--- config.mk ---
export PLATFORM = sky130hd
export DESIGN_NAME = serial_twoscomp_unit
export DESIGN_NICKNAME = d
export VERILOG_FILES = /design/src/rtl/serial_pkg.sv /design/src/rtl/serial_bitcnt.sv /design/src/rtl/serial_twoscomp_unit.sv
export SDC_FILE = /design/constraint.sdc
export NUM_CORES = 1
export LEC_CHECK = 0
export BUFFER_PORTS_ARGS = -buffer_cell sky130_fd_sc_hd__buf_2
export CORE_AREA = 2 2 43 45
export CTS_BUF_LIST = sky130_fd_sc_hd__clkbuf_8
export DETAILED_ROUTE_END_ITERATION = 8
export DIE_AREA = 0 0 45 47
export GPL_TIMING_DRIVEN = 1
export PLACE_DENSITY = 0.63
export SLEW_MARGIN = 25
export SYNTH_ARGS = -nofsm -noshare
export SYNTH_HDL_FRONTEND = slang
export SYNTH_SLANG_ARGS = --single-unit
export TNS_END_PERCENT = 10
--- constraint.sdc ---
create_clock -name clk -period 1.55 [get_ports clk]
set_clock_uncertainty 0.1 [all_clocks]
set_input_delay 0.3875 -clock clk [delete_from_list [all_inputs] [get_ports clk]]
set_output_delay 0.3875 -clock clk [all_outputs]
set_load 0.02 [all_outputs]
--- src/rtl/serial_pkg.sv ---
// Shared types for the bit-serial arithmetic units: operation modes and counter width.
package serial_pkg;

    localparam int MAX_WIDTH = 32;

    typedef enum logic [1:0] {
        PASS = 2'b00,
        NEG  = 2'b01,
        INC  = 2'b10,
        DEC  = 2'b11
    } mode_t;

    typedef logic [$clog2(MAX_WIDTH)-1:0] bcnt_t;

    // Every arithmetic mode starts the word with a pending carry/borrow of one.
    function automatic logic carry_init(mode_t m);
        return m != PASS;
    endfunction

endpackage

--- src/rtl/serial_bitcnt.sv ---
// Word framing counter: tracks the bit index within a serial word and flags
// the first and last (MSB) bit of each word.
module serial_bitcnt
    import serial_pkg::*;
#(
    parameter int WIDTH = 8
) (
    input  logic  clk,
    input  logic  reset,
    input  logic  en,
    input  logic  restart,
    output bcnt_t bcnt,
    output logic  first,
    output logic  msb
);

    localparam bcnt_t LAST_IDX = bcnt_t'(WIDTH - 1);

    // A restart makes the current bit index 0, so it can never also be the MSB.
    assign first = en & (restart | (bcnt == '0));
    assign msb   = en & ~first & (bcnt == LAST_IDX);

    always_ff @(posedge clk) begin
        // NOTE: non-blocking assignments for all registered state so every
        // flop samples pre-edge values regardless of statement order.
        if (reset) begin
            bcnt <= '0;
        end else if (en) begin
            if (first) begin
                bcnt <= bcnt_t'(1);
            end else if (msb) begin
                bcnt <= '0;
            end else begin
                bcnt <= bcnt + bcnt_t'(1);
            end
        end
    end

endmodule

--- src/rtl/serial_twoscomp_unit.sv ---
// Bit-serial LSB-first pass/negate/increment/decrement unit with 1-cycle latency.
// Define SERIAL_OVF_EN to build the signed-overflow flag; otherwise ovf is tied to 0.
module serial_twoscomp_unit
    import serial_pkg::*;
#(
    parameter int WIDTH = 8
) (
    input  logic       clk,
    input  logic       reset,
    input  logic       in_valid,
    input  logic       sow,
    input  logic       a,
    input  logic [1:0] mode,
    output logic       out_valid,
    output logic       n,
    output logic       last,
    output logic       ovf
);

    mode_t mode_q;
    mode_t mode_cur;
    logic  c;
    logic  c_cur;
    logic  c_next;
    logic  r;
    logic  first;
    logic  msb;
    bcnt_t unused_bcnt;

    serial_bitcnt #(.WIDTH(WIDTH)) u_bitcnt (
        .clk     (clk),
        .reset   (reset),
        .en      (in_valid),
        .restart (sow & in_valid),
        .bcnt    (unused_bcnt),
        .first   (first),
        .msb     (msb)
    );

    // Bit 0 of a word must see the new mode and the freshly initialised carry.
    always_comb begin
        // NOTE: every output of this block gets a default first, so no path
        // leaves a value unassigned and no latch is inferred.
        mode_cur = first ? mode_t'(mode) : mode_q;
        c_cur    = first ? carry_init(mode_t'(mode)) : c;
        r        = a;
        c_next   = 1'b0;
        unique case (mode_cur)
            PASS: ;
            NEG: begin
                r      = ~a ^ c_cur;
                c_next = ~a & c_cur;
            end
            INC: begin
                r      = a ^ c_cur;
                c_next = a & c_cur;
            end
            DEC: begin
                r      = a ^ c_cur;
                c_next = ~a & c_cur;
            end
        endcase
    end

    always_ff @(posedge clk) begin
        if (reset) begin
            c         <= 1'b0;
            mode_q    <= PASS;
            out_valid <= 1'b0;
            n         <= 1'b0;
            last      <= 1'b0;
        end else begin
            out_valid <= in_valid;
            n         <= in_valid & r;
            last      <= msb;
            if (in_valid) begin
                c      <= c_next;
                mode_q <= mode_cur;
            end
        end
    end

`ifdef SERIAL_OVF_EN
    logic ovf_bit;

    // Sign rules: only meaningful on the MSB, where a and r are the sign bits.
    always_comb begin
        ovf_bit = 1'b0;
        unique case (mode_cur)
            PASS: ovf_bit = 1'b0;
            NEG:  ovf_bit = a & r;
            INC:  ovf_bit = ~a & r;
            DEC:  ovf_bit = a & ~r;
        endcase
    end

    always_ff @(posedge clk) begin
        if (reset) begin
            ovf <= 1'b0;
        end else begin
            ovf <= msb & ovf_bit;
        end
    end
`else
    assign ovf = 1'b0;
`endif

endmodule

== After elaboration in Yosys (flattened, before gate mapping) ==
Cells that the tools add are included.

* Register bits: 11
* Input port bits: 7
* Word-level logic and storage cells: 33

* Add/sub/neg operators: 1
* Eq/ne operators: 4
* Multiplexer cells: 6
* Bitwise logic cells: 12
* Reduce and logical (&&, ||, !) cells: 4

{| class="wikitable"
|+ Operators by type and width
! cell !! number
|-
| $mux W5 || 2
|-
| $and A1 B1 Y1 || 7
|-
| $add A5 B1 Y5 const B || 1
|-
| $eq A5 B3 Y1 const B || 1
|-
| $logic_not A5 Y1 || 1
|-
| $eq A2 B2 Y1 const B || 2
|-
| $pmux W1 S2 || 2
|-
| $reduce_or A2 Y1 || 2
|-
| $eq A2 B1 Y1 const B || 1
|-
| $mux W2 || 1
|-
| $not A1 Y1 || 2
|-
| $reduce_bool A2 Y1 || 1
|-
| $xor A1 B1 Y1 || 2
|-
| $mux W1 || 1
|-
| $or A1 B1 Y1 || 1
|}

== Depth between registers and ports, before layout ==
* Depth in word-level cells: 8
* Gate-level depth with buffers: 6
* Gate-level depth less buffers: 6

== Cells and area by module ==
From an unflattened synthesis, not the netlist that was laid out.

* Cell total of the unflattened synthesis: 66
* Area, all modules: 583.1 µm²

{| class="wikitable"
|+ By module, submodules not included
! module !! instances !! cells an instance !! area an instance (µm²) !! seq. area each (µm²)
|-
| serial_bitcnt || 1 || 33 || 297.8 || 100.1
|-
| serial_twoscomp_unit || 1 || 33 || 285.3 || 120.1
|}

== Worst setup path after synthesis ==
Ideal clock, no wire load.

* Kind: flip-flop to flip-flop
* Start: register u_bitcnt.bcnt[0]
* End: register c
* Setup time: 0.088 ns
* Arrival: 1.435 ns
* Required time: 1.362 ns
* Setup slack: -0.073 ns
* Stages on the path, launching flop included: 7
* Buffers on the path: 0
* Period minus slack after synthesis: 1.623 ns
* Cell sequence: dfxtp_1 > inv_1 > ha_1 > nor4b_4 > nor2_2 > mux2_4 > o32ai_2

* Word-level cells in the longest chain between the ends: 7

{| class="wikitable"
|+ RTL lines
! element !! line !! source
|-
| start: declaration || serial_bitcnt.sv:12 || <nowiki>output bcnt_t bcnt,</nowiki>
|-
| start signal: assignment || serial_bitcnt.sv:30 || <nowiki>bcnt <= bcnt_t'(1);</nowiki>
|-
| start signal: assignment || serial_bitcnt.sv:34 || <nowiki>bcnt <= bcnt + bcnt_t'(1);</nowiki>
|-
| $logic_not A5 Y1 (*) || serial_bitcnt.sv:20 || <nowiki>assign first = en & (restart | (bcnt == '0));</nowiki>
|-
| $or A1 B1 Y1 (*) || serial_bitcnt.sv:20 ||
|-
| $and A1 B1 Y1 (*) || serial_bitcnt.sv:20 ||
|-
| $mux W2 || serial_twoscomp_unit.sv:44 || <nowiki>mode_cur = first ? mode_t'(mode) : mode_q;</nowiki>
|-
| $eq A2 B2 Y1 / $eq A2 B1 Y1 (equally long branches) || serial_twoscomp_unit.sv:48 || <nowiki>unique case (mode_cur)</nowiki>
|-
| $reduce_or A2 Y1 (no source line) || - ||
|-
| $pmux W1 S2 (*) || serial_twoscomp_unit.sv:48 ||
|-
| end signal: assignment || serial_twoscomp_unit.sv:77 || <nowiki>c <= c_next;</nowiki>
|-
| end: declaration || serial_twoscomp_unit.sv:22 || <nowiki>logic c;</nowiki>
|}

Every way passes the cells marked *; elsewhere a longest branch is shown, timed or not.
A chain may end at the register's enable or synchronous reset.

== Worst setup path after layout ==
* Start: register u_bitcnt.bcnt[1]
* End: register c

The elaborated chain is that of the path after synthesis.

==> impl_metrics.tcl <==
set metrics [dict create \
    tightest_slew_ns 0.477 \
    slew_viol_final 0 \
    synth_area_leaders "dfxtp_1 35%, a21oi_1 4.0%, ha_1 4.0%, o21ai_0 4.0%, nor4b_4 3.8%" \
    drive_gt1_frac 0.380 \
    cp.arrival_ns 1.65 \
    yosysTopAreaCell "dfxtp_1" \
    vias 586 \
    synth-main-ff-cell "dfxtp_1" \
    syn-num-nets 81 \
    clkTransAtPathRegs_ns 0.05 \
    post-route-cell-area_sq_um 815 \
    synth_edf_count 0 \
    ios 11 \
    overflow 0 \
    p_per_area_nw_per_um2 864 \
    drtAntennaViolNets 0 \
    async_reset_ff_frac 0 \
    synth.avg_cell_area_sq_um 8.67 \
    gp_congestion 0.923 \
    yosys_warnings 0 \
    worst_slack_ns -0.0388 \
    nets 102 \
    ys_types 34 \
    seq_area_frac_synth 0.353 \
    whs_ns 0.318 \
    drcViolationCount 0 \
    violations "negative setup slack" \
    cp_data_required_time_ns 1.61 \
    viasPerCell 5.38 \
    htree_levels 1 \
    postCtsHoldBufs 0 \
    clkSinkCount 11 \
    core_area_sq_um 1650 \
    post_dp_cell_area_sq_um 762 \
    grt_pass1_vias 535 \
    antenna_found_initial 0 \
    slew_headroom 0.674 \
    fin_tns_setup_ns -0.0566 \
    synth_top_area_share 0.353 \
    drt_iter0_drc 5 \
    crit_path_end_kind "flop" \
    rows 15 \
    vdd_drop_max_v 0.000570 \
    leakagePower_nw 0.365 \
    fmax_mhz 629 \
    post_drt_wl_per_cell_microns 12.3 \
    cts_buffers 3 \
    status "finished, violations left" \
    hold_path.class "input pin to flop" \
    netlist_instances 72 \
    grt_max_degree 14 \
    hold_viol 0 \
    start_util 0.378 \
    die_w_microns 45 \
    grt_util_all_layers 0.156 \
    io_buffers 9 \
    drv_cap 0 \
    dr.pass1.iters 4 \
    drt_wl_total_mm 1.34 \
    netlist_area_sq_um 624 \
    area_growth_pct 30.5 \
    antennaDiodeCount 0 \
    start_kind "flop" \
    crit_type "flop to flop" \
    dpl.hpwl_microns 961 \
    fin_crit_ns 1.59 \
    ys_ff_latch 11 \
    cts-root-buf "clkbuf_8" \
    chipHeight_microns 47 \
    min_period_over_period 1.03 \
    total_power_mw 0.703 \
    grt_pass1_wl_mm 2.26 \
    finalSetupViolations 2 \
    die_area_sq_um 2120 \
    path_max_fanout 6 \
    ff2ff_setup_slack_ns -0.04 \
    clock_path_buffers 2 \
    rsz0062_at_grt "true" \
    cts_tree "yes" \
    insertion_delay_ns 0.24 \
]
area by class of cell:
cell class                 instances  area [sq um]
tap                               17          21.3
inverter                           6          22.5
clock buffer                       3          41.3
multi-input combinational         51           375
timing repair buffer              20           128
fill                             152           837
sequential                        11           223
clock inverter                     1          3.75
worst max-delay path: stages (launching register included):
cell and delay, ns:
dfxtp_2 0.32, inv_2 0.06, ha_4 0.12, nor4b_4 0.32, nor2_2 0.09, mux2_4 0.31
o32ai_2 0.19
sequential cells by signal, summed over array words and instances (netlist names):
name,flops
last,1
mode_q,2
out_valid,1
n,1
c,1
u_bitcnt.bcnt,5
cells in the final DEF (no fill, tap or decap), types with 2 or more instances in the layout:
cell type	n
buf_4	11
dfxtp_1	9
buf_2	9
nor2_1	6
inv_1	5
a21oi_1	5
o21ai_0	4
nand2b_1	3
nor3b_1	3
clkbuf_8	3
inv_2	2
mux2i_1	2
and3_2	2
nand2_1	2
dfxtp_2	2
path summary, 6_finish.rpt:
check | start | end | depth (start not counted)
setup / recovery | u_bitcnt.bcnt[1]$_SDFFE_PP0P_ | c$_SDFFE_PP0P_ | 6
setup reg to reg | u_bitcnt.bcnt[1]$_SDFFE_PP0P_ | c$_SDFFE_PP0P_ | 6
hold reg to reg | u_bitcnt.bcnt[0]$_SDFFE_PP0P_ | u_bitcnt.bcnt[0]$_SDFFE_PP0P_ | 3
hold / removal | mode[0] | mode_q[0]$_SDFFE_PP0P_ | 3
Yosys cell counts, drive strengths merged, types with 2 or more instances:
cell and n:
dfxtp 11, nor2 7, inv 6, a21oi 5
o21ai 5, clkbuf 3, nand2b 3, nor3b 3
and3 2, ha 2, mux2i 2, nand2 2
where the power goes:
group | internal [mW] | switching (mW)
logic | 0.0550 | 0.0581
registers | 0.294 | 0.00766
clock network | 0.174 | 0.114
total | 0.523 | 0.180
repair_timing:
item | CTS | global route
pin swaps | 1 | 1
resized for setup | 1 | 0
endpoints found under the hold margin | 0 | 0
setup buffers | 1 | 0
setup endpoints to repair | 4 | 7
kinds of logic after synthesis:
| logic type | count (synthesis) | synth area share |
|---|---|---|
| adders and majority gates | 2 | 0.0401 |
| muxes | 3 | 0.0561 |
| other | 1 | 0.00601 |
| AOI/OAI and AO/OA | 21 | 0.235 |
| and+or+nand+nor | 24 | 0.244 |
| DFF | 11 | 0.353 |
| buffers and inverters | 10 | 0.0661 |
metrics by stage:
step	util	std cells	setup slack (ns)
after CTS	0.493	109	-0.0289
after global placement	0.461	104	-0.0166
final	0.493	109	-0.0388
after floorplan	-	72	-0.0173
after detailed placement	0.461	104	-0.0623
after global routing	0.493	109	-0.151
routing by layer:
metal  GRT usage  wire (microns)
met1       0.181             607
met4       0.135              59
met3      0.0577             114
met2       0.226             558
met5           0               0
No activity file was read; power rests on OpenSTA's default activity.
